`src/rtl/rr_arb_4_2.sv`:
```
// Four-requester round-robin arbiter driving a 2-bit selector and a registered shared data output.
// Optional HOLD_LIMIT_EN: forces rotation after MAX_HOLD consecutive granted cycles when others wait.
module rr_arb_4_2 #(
  parameter int DW       = 2,
  parameter int MAX_HOLD = 4,
  parameter int HCW      = 8
) (
  input  logic          CLK,
  input  logic          RST,
  input  logic [3:0]    REQ,
  input  logic [DW-1:0] A,
  input  logic [DW-1:0] B,
  input  logic [DW-1:0] C,
  input  logic [DW-1:0] D,
  output logic [3:0]    GNT,
  output logic [1:0]    SEL,
  output logic [DW-1:0] OUT,
  output logic          VALID
);

  typedef enum logic {S_IDLE, S_GRANT} state_t;

  state_t        r_state;
  logic [3:0]    r_gnt;
  logic [1:0]    r_sel;
  logic [1:0]    r_ptr;
  logic [DW-1:0] r_out;
  logic          r_valid;

  logic          w_any;
  logic [1:0]    w_win;
  logic [1:0]    w_idx;
  logic          w_cur_req;
  logic          w_force;
  logic          w_data_ok;
  logic [DW-1:0] w_data;

  // Search PTR+1, PTR+2, PTR+3, PTR; first requesting index wins.
  always_comb begin
    w_any = 1'b0;
    w_win = r_ptr;
    w_idx = '0;
    for (int unsigned i = 1; i <= 4; i++) begin
      w_idx = r_ptr + i[1:0];
      if (!w_any && REQ[w_idx]) begin
        w_any = 1'b1;
        w_win = w_idx;
      end
    end
  end

  always_comb begin
    w_data = '0;
    case (r_sel)
      2'd0: w_data = A;
      2'd1: w_data = B;
      2'd2: w_data = C;
      2'd3: w_data = D;
      default: w_data = '0;
    endcase
  end

  assign w_cur_req = REQ[r_sel];
  assign w_data_ok = |(r_gnt & REQ);

`ifdef HOLD_LIMIT_EN
  logic [HCW-1:0] r_hold;
  logic           w_other_req;

  assign w_other_req = |(REQ & ~(4'b0001 << r_sel));
  assign w_force     = (r_state == S_GRANT) && w_cur_req && w_other_req &&
                       (r_hold == HCW'(MAX_HOLD - 1));

  always_ff @(posedge CLK or posedge RST) begin
    if (RST) begin
      r_hold <= '0;
    end else if (r_state == S_GRANT && w_cur_req && !w_force) begin
      if (r_hold != HCW'(MAX_HOLD - 1))
        r_hold <= r_hold + 1'b1;
    end else begin
      r_hold <= '0;
    end
  end
`else
  logic w_unused_cfg;

  assign w_force      = 1'b0;
  assign w_unused_cfg = (MAX_HOLD > 0) ^ (HCW > 0);
`endif

  always_ff @(posedge CLK or posedge RST) begin
    if (RST) begin
      r_state <= S_IDLE;
      r_gnt   <= '0;
      r_sel   <= '0;
      r_ptr   <= 2'b11;
      r_out   <= '0;
      r_valid <= 1'b0;
    end else begin
      r_valid <= w_data_ok;
      if (w_data_ok)
        r_out <= w_data;

      case (r_state)
        S_IDLE: begin
          if (w_any) begin
            r_gnt   <= 4'b0001 << w_win;
            r_sel   <= w_win;
            r_ptr   <= w_win;
            r_state <= S_GRANT;
          end else begin
            r_gnt <= '0;
          end
        end
        S_GRANT: begin
          // Release and forced rotation share the same re-arbitration path.
          if (w_cur_req && !w_force) begin
            r_gnt <= r_gnt;
          end else if (w_any) begin
            r_gnt <= 4'b0001 << w_win;
            r_sel <= w_win;
            r_ptr <= w_win;
          end else begin
            r_gnt   <= '0;
            r_state <= S_IDLE;
          end
        end
        default: begin
          r_gnt   <= '0;
          r_state <= S_IDLE;
        end
      endcase
    end
  end

  assign GNT   = r_gnt;
  assign SEL   = r_sel;
  assign OUT   = r_out;
  assign VALID = r_valid;

endmodule

```
`config.mk`:
```
export PLATFORM = sky130hd
export DESIGN_NAME = rr_arb_4_2
export DESIGN_NICKNAME = d
export VERILOG_FILES = /design/src/rtl/rr_arb_4_2.sv
export SDC_FILE = /design/constraint.sdc
export NUM_CORES = 1
export LEC_CHECK = 0
export CAP_MARGIN = 20
export CORE_MARGIN = 3
export CORE_UTILIZATION = 46
export CTS_BUF_LIST = sky130_fd_sc_hd__clkbuf_16
export DETAILED_ROUTE_END_ITERATION = 16
export GPL_ROUTABILITY_DRIVEN = 0
export GPL_TIMING_DRIVEN = 0
export PLACE_DENSITY = 0.85
export SLEW_MARGIN = 15
export SYNTH_ARGS = -nofsm -noshare
export SYNTH_HDL_FRONTEND = slang
export SYNTH_SLANG_ARGS = --single-unit
```
`constraint.sdc`:
```
create_clock -name CLK -period 3.5 [get_ports CLK]
set_clock_uncertainty 0.2 [all_clocks]
set_input_delay 0.7 -clock CLK [delete_from_list [all_inputs] [get_ports CLK]]
set_output_delay 0.7 -clock CLK [all_outputs]
set_load 0.005 [all_outputs]
```
# Yosys cells after proc, flatten, opt, wreduce, memory -nomap -nowiden
# Index checks and enable logic that the tools add are counted.
dict set report classes {
  shift 1
  reduce_logical 8
  eq_ne 4
  n_addsub 3
  n_bitwise 2
  n_mux 31
  n_lt_le_gt_ge 5
}
# cell n
set op_table {}
lappend op_table {{2-bit 2-to-1 mux} 8}
lappend op_table {{2-bit by 3-bit less-than comparator with 1-bit output, second input constant} 5}
lappend op_table {{1-bit 2-to-1 mux} 11}
lappend op_table {{1-bit binary-select mux with 2-bit select} 5}
lappend op_table {{4-bit 2-to-1 mux} 2}
lappend op_table {{2-bit case mux with 2 select lines} 2}
lappend op_table {{2-bit case mux with 4 select lines} 1}
lappend op_table {{4-bit case mux with 2 select lines} 1}
lappend op_table {{2-bit adder, second input constant} 2}
lappend op_table {{4-bit AND} 1}
lappend op_table {{2-bit equality test, second input constant} 2}
lappend op_table {{4-bit OR reduction} 1}
lappend op_table {{1-bit by 2-bit << shifter with 4-bit output, first input constant} 1}
lappend op_table {{1-bit logical AND} 3}
lappend op_table {{1-bit logical NOT} 3}
lappend op_table {{2-bit by 1-bit adder with 2-bit output, second input constant} 1}
lappend op_table {{2-bit by 1-bit equality test with 1-bit output, second input constant} 1}
lappend op_table {{2-bit logical NOT} 1}
lappend op_table {{2-bit inequality test, second input constant} 1}
lappend op_table {{1-bit case mux with 2 select lines} 1}
lappend op_table {{1-bit NOT} 1}
dict set report word_totals {
  register_bits 12
  out_inout_bits 9
  input_bits 14
  wordCells 60
}

# Depth between registers and ports, before layout
dict set report depth {
  word_depth 17
  mapped_depth 5
  depth_no_buf 4
}

# Least setup slack after synthesis
# OpenSTA, ideal clock, no wires.
dict set report synth_timing {
  path_type {input port to flip-flop}
  startpoint {in REQ[3]}
  endpoint {reg r_sel[0], in the netlist SEL[0]}
  stages 5
  slack_ns 1.333
  t_arrival_ns 1.842
  t_required_ns 3.175
  setup_ns 0.125
  path_buffers 1
  path_cell_list {mux4_2 and2_4 buf_6 nor2_8 mux2_4}
}
dict set report synth_between {
  elab_chain_len 15
  elab_cells_between_ends 28
  cone_classes {eq/ne: 1; mux: 21; reduce/logical: 6}
}
# item line_no
set synth_rtl {}
lappend synth_rtl {{start: declaration} 10} ;# input logic [3:0] REQ,
lappend synth_rtl {{1-bit binary-select mux with 2-bit select} 45} ;# if (!w_any && REQ[w_idx]) begin
lappend synth_rtl {{1-bit 2-to-1 mux (implied by the code)} 45}
lappend synth_rtl {{1-bit 2-to-1 mux} 45}
lappend synth_rtl {{1-bit logical NOT} 45}
lappend synth_rtl {{1-bit logical AND} 45}
lappend synth_rtl {{1-bit 2-to-1 mux} 45}
lappend synth_rtl {{1-bit logical NOT} 45}
lappend synth_rtl {{1-bit logical AND} 45}
lappend synth_rtl {{1-bit 2-to-1 mux} 45}
lappend synth_rtl {{1-bit logical NOT} 45}
lappend synth_rtl {{1-bit logical AND} 45}
lappend synth_rtl {{2-bit 2-to-1 mux or 1-bit 2-to-1 mux (tied branches)} 45}
lappend synth_rtl {{2-bit 2-to-1 mux} {106, 119}}
lappend synth_rtl {{2-bit 2-to-1 mux} 117} ;# if (w_cur_req && !w_force) begin
lappend synth_rtl {{2-bit case mux with 2 select lines} 104} ;# case (r_state)
lappend synth_rtl {{end signal: assignment} 108} ;# r_sel <= w_win;
lappend synth_rtl {{end signal: assignment} 121} ;# r_sel <= w_win;
lappend synth_rtl {{end: declaration} 25} ;# logic [1:0] r_sel;
# Several ways; a longest one is shown, not always the timed one. The select of a mux whose other input is x is not followed.
# A chain may end at the register's enable or synchronous reset.

# Worst setup path after layout
dict set report layout_timing {
  startpoint {in REQ[0]}
  endpoint {reg r_sel[0], in the netlist SEL[0]}
}
# The elaborated chain is that of the path after synthesis.

==> impl_results.md <==
* Seq pwr share at between 30% and 40%
* # resized after CTS at 0
* Clock transition at the registers of the reported paths at approximately 0.04 ns
* Part of the power in combinational logic at between 40% and 50%
* Row cnt at 13
* Most numerous cell in the Yosys netlist: dfrtp_1
* Grt ovf at 0
* Crit path capture type: flop
* Total GRT Usage at 20.22%
* CTS tree: yes
* Area of the core at about 1400 um2
* Worst setup SP type: input port
* Main combinational cell family by area after synthesis: multiplexers
* Synth cell count leaders: dfrtp_1, nand2_1, mux2_4, nor2b_1, o31ai_1
* CP Class: input port to flop
* Fin. Hold Viols at 0
* Seq/Total Area, Yosys at ~45%
* Initial antenna violation count at 0
* EDFF count, synth at 0
* CP Max Fanout at 9
* RSZ-0062 raised after global routing: false
* Layout cell share with drive strength beyond 1 at roughly 20%
* Outcome: finished, final reports clean
* Adder-cell share of the synthesized area at 0%
* DP Area at 918.4 um2
* Remaining antenna violation count after routing at 0
* P_int at between 600 and 700 uW
* Synthesized Nets at 70
* Die ar. at between 1500 and 2000 um2
* Vias in the first global route at ~590
* Synth area leader: dfrtp_1
* Compound-Gate Fraction of Synth Area at 9.945%
* Vias at 555
* Fin cells at 97
* I/O pin total at 23
* Synth top area cells: dfrtp_1, mux2_4, dfstp_2
* Sw power at around 260 uW
* Fmax at roughly 390 MHz
* Net Sw Frac at between 20 and 30%
* Nets at between 90 and 100
* Fin Setup TNS at 0 ns
* I/O Buffers at 22
* Postcts setup bufs at 0
* Placed Instances at between 90 and 100
* Post-Layout Inst Area at ~1000 um2
* Worst-margin pin slew at 0.6805 ns
* Clock share of power at a little under a quarter
* Pwr dens at roughly 880 nW/um2
* Final period util at 72.71%
* # DRC at 0
* Clock sinks at 12
* WP data required at ~3.4 ns
* Synthesized cell area at between 600 and 700 um2
* CTS root buf: clkbuf_16
* Yosys reg bits at 12
* Area Overhead vs Synth at 46.78%
* Diode count at 0
* Mux share of post-synthesis cell area at a little under a quarter
* Worst-Skew Late Latency at around 0.24 ns
* Post-CTS Hold Buffers at 0
* H-tree lvl count at 1
* Total of max-cap violations at 0
* Initial Util at around half
* Hold WC Path Type: flop to flop
* Synth cell types at 22
* Post-Route WL at around 1600 um
* Slew Viols, Final at 0
* Post-Synth Simple-Gate Area at 18.97%
* DP Wirelength at 1196 um
* Mapped Avg Cell Area at ~12 um2
* Initial DRC count at 11
* Async set-reset flop share out of synthesis at 100.0%
* First-pass GRT wire length at roughly 2800 um
* VDD IR-drop max at around 0.00040 V
* Largest net degree at the start of global routing at 13
* Critical path data arrival time at around 2.5 ns
* Max Root-Sink Buffers at 2
* Worst rel slew slack at a little over half
* Minimum clock period at ~2.5 ns
* DIE HEIGHT at around 44 um
* Main synth FF type: dfrtp_1
* Vias per cell at 5.722
* Total iterations of the first detailed-routing run at 4
* Die width at around 44 um
* Post-Synthesis Cells at between 50 and 60
* Inserted Clock Buffers at 3
* Final setup viols at 0
* Leak pwr at roughly 0.00043 uW
* Syn. warnings at 0
* Tot Pwr at between 800 and 900 uW
* Top-area cell type share of the netlist area at 36.83%
* Routed WL per cell at 16.72 um
* Synth Area in XOR/XNOR at 0%
-- routing by layer --
layer	wire length [um]	share of wire [%]	global-route usage (%)	vias to the layer above
met5	0	0	0	-
li1	-	-	-	259
met3	148	9.1	6.098	2
met1	639	39	22.02	261
met2	823	51	34.88	33
met4	11	0.68	10.84	0
-- path summary, 6_finish.rpt --
kind / startpoint / endpoint / slack [ns] / depth (start not counted)
max: REQ[0] / SEL[0] / 0.96 / 6
min: GNT[3] / GNT[3] / 0.31 / 2
max reg2reg: SEL[1] / SEL[0] / 1.47 / 5
min reg2reg: GNT[3] / GNT[3] / 0.31 / 2
max in group asynchronous: RST / r_ptr[0] / 2.18 / 2
min in group asynchronous: RST / VALID / 0.57 / 2
-- registers in the layout, indices dropped and copies added (netlist names) --
register,cells
r_ptr,2
GNT,4
r_state,1
OUT,2
SEL,2
VALID,1
-- logic make-up (layout without fill, tap and decap cells) --
logic type | count (synthesis) | count (layout)
buf+inv | 4 | 30
flops | 12 | 12
simple gates | 21 | 21
mux | 9 | 9
compound gates | 10 | 10
-- area by class of cell --
type                            count  area, um2
Multi-Input combinational cell     40      354.1
Fill cell                          96      352.8
Sequential cell                    12      302.8
Timing Repair Buffer               22      220.2
Clock buffer                        3      75.07
Tap cell                           15      18.77
Buffer                              1      11.26
Inverter                            3      11.26
Clock inverter                      1      3.754
-- through the flow --
| stage | hold WS, ns | util, % | setup WS (ns) |
|---|---|---|---|
| floorplan | 0.2917 | - | 1.333 |
| global placement | 0.2884 | 68.03 | 0.7509 |
| detailed placement | 0.2944 | 68.03 | 0.7280 |
| CTS | 0.3106 | 73.86 | 0.9599 |
| global route | 0.3322 | 73.86 | 0.8891 |
| finish | 0.3114 | 73.86 | 0.9550 |
-- placed cells by master (no fill, tap or decap), drive strengths merged --
cell type / Yosys / final
inv: 3 / 3
and3: 1 / 1
nand3: 2 / 2
o31ai: 4 / 4
mux4: 3 / 3
dfstp: 2 / 2
nor4: 1 / 1
clkinv: 0 / 1
buf: 1 / 1
nor2: 4 / 4
clkbuf: 0 / 3
or3: 1 / 1
clkdlybuf4s50: 0 / 22
mux2: 6 / 6
a22oi: 2 / 2
and2: 2 / 2
dfrtp: 10 / 10
nor2b: 4 / 4
nand2: 6 / 6
a21o: 1 / 1
o21ai: 3 / 3
-- worst max-delay path, cell delays in order --
cell             delay [ns]
clkdlybuf4s50_1        0.54
mux4_2                 0.49
and2_4                 0.17
buf_6                  0.14
nor2_8                 0.12
mux2_4                 0.31
-- power groups by stage --
stage / sequential (uW) / combinational (uW) / clock [uW]
detailed placement: 265 / 403 / 0
global route: 274 / 442 / 220
floorplan: 256 / 254 / 0
finish: 264 / 403 / 209
global placement: 258 / 393 / 0
CTS: 264 / 406 / 212
Power figures use the tool's default switching activity.
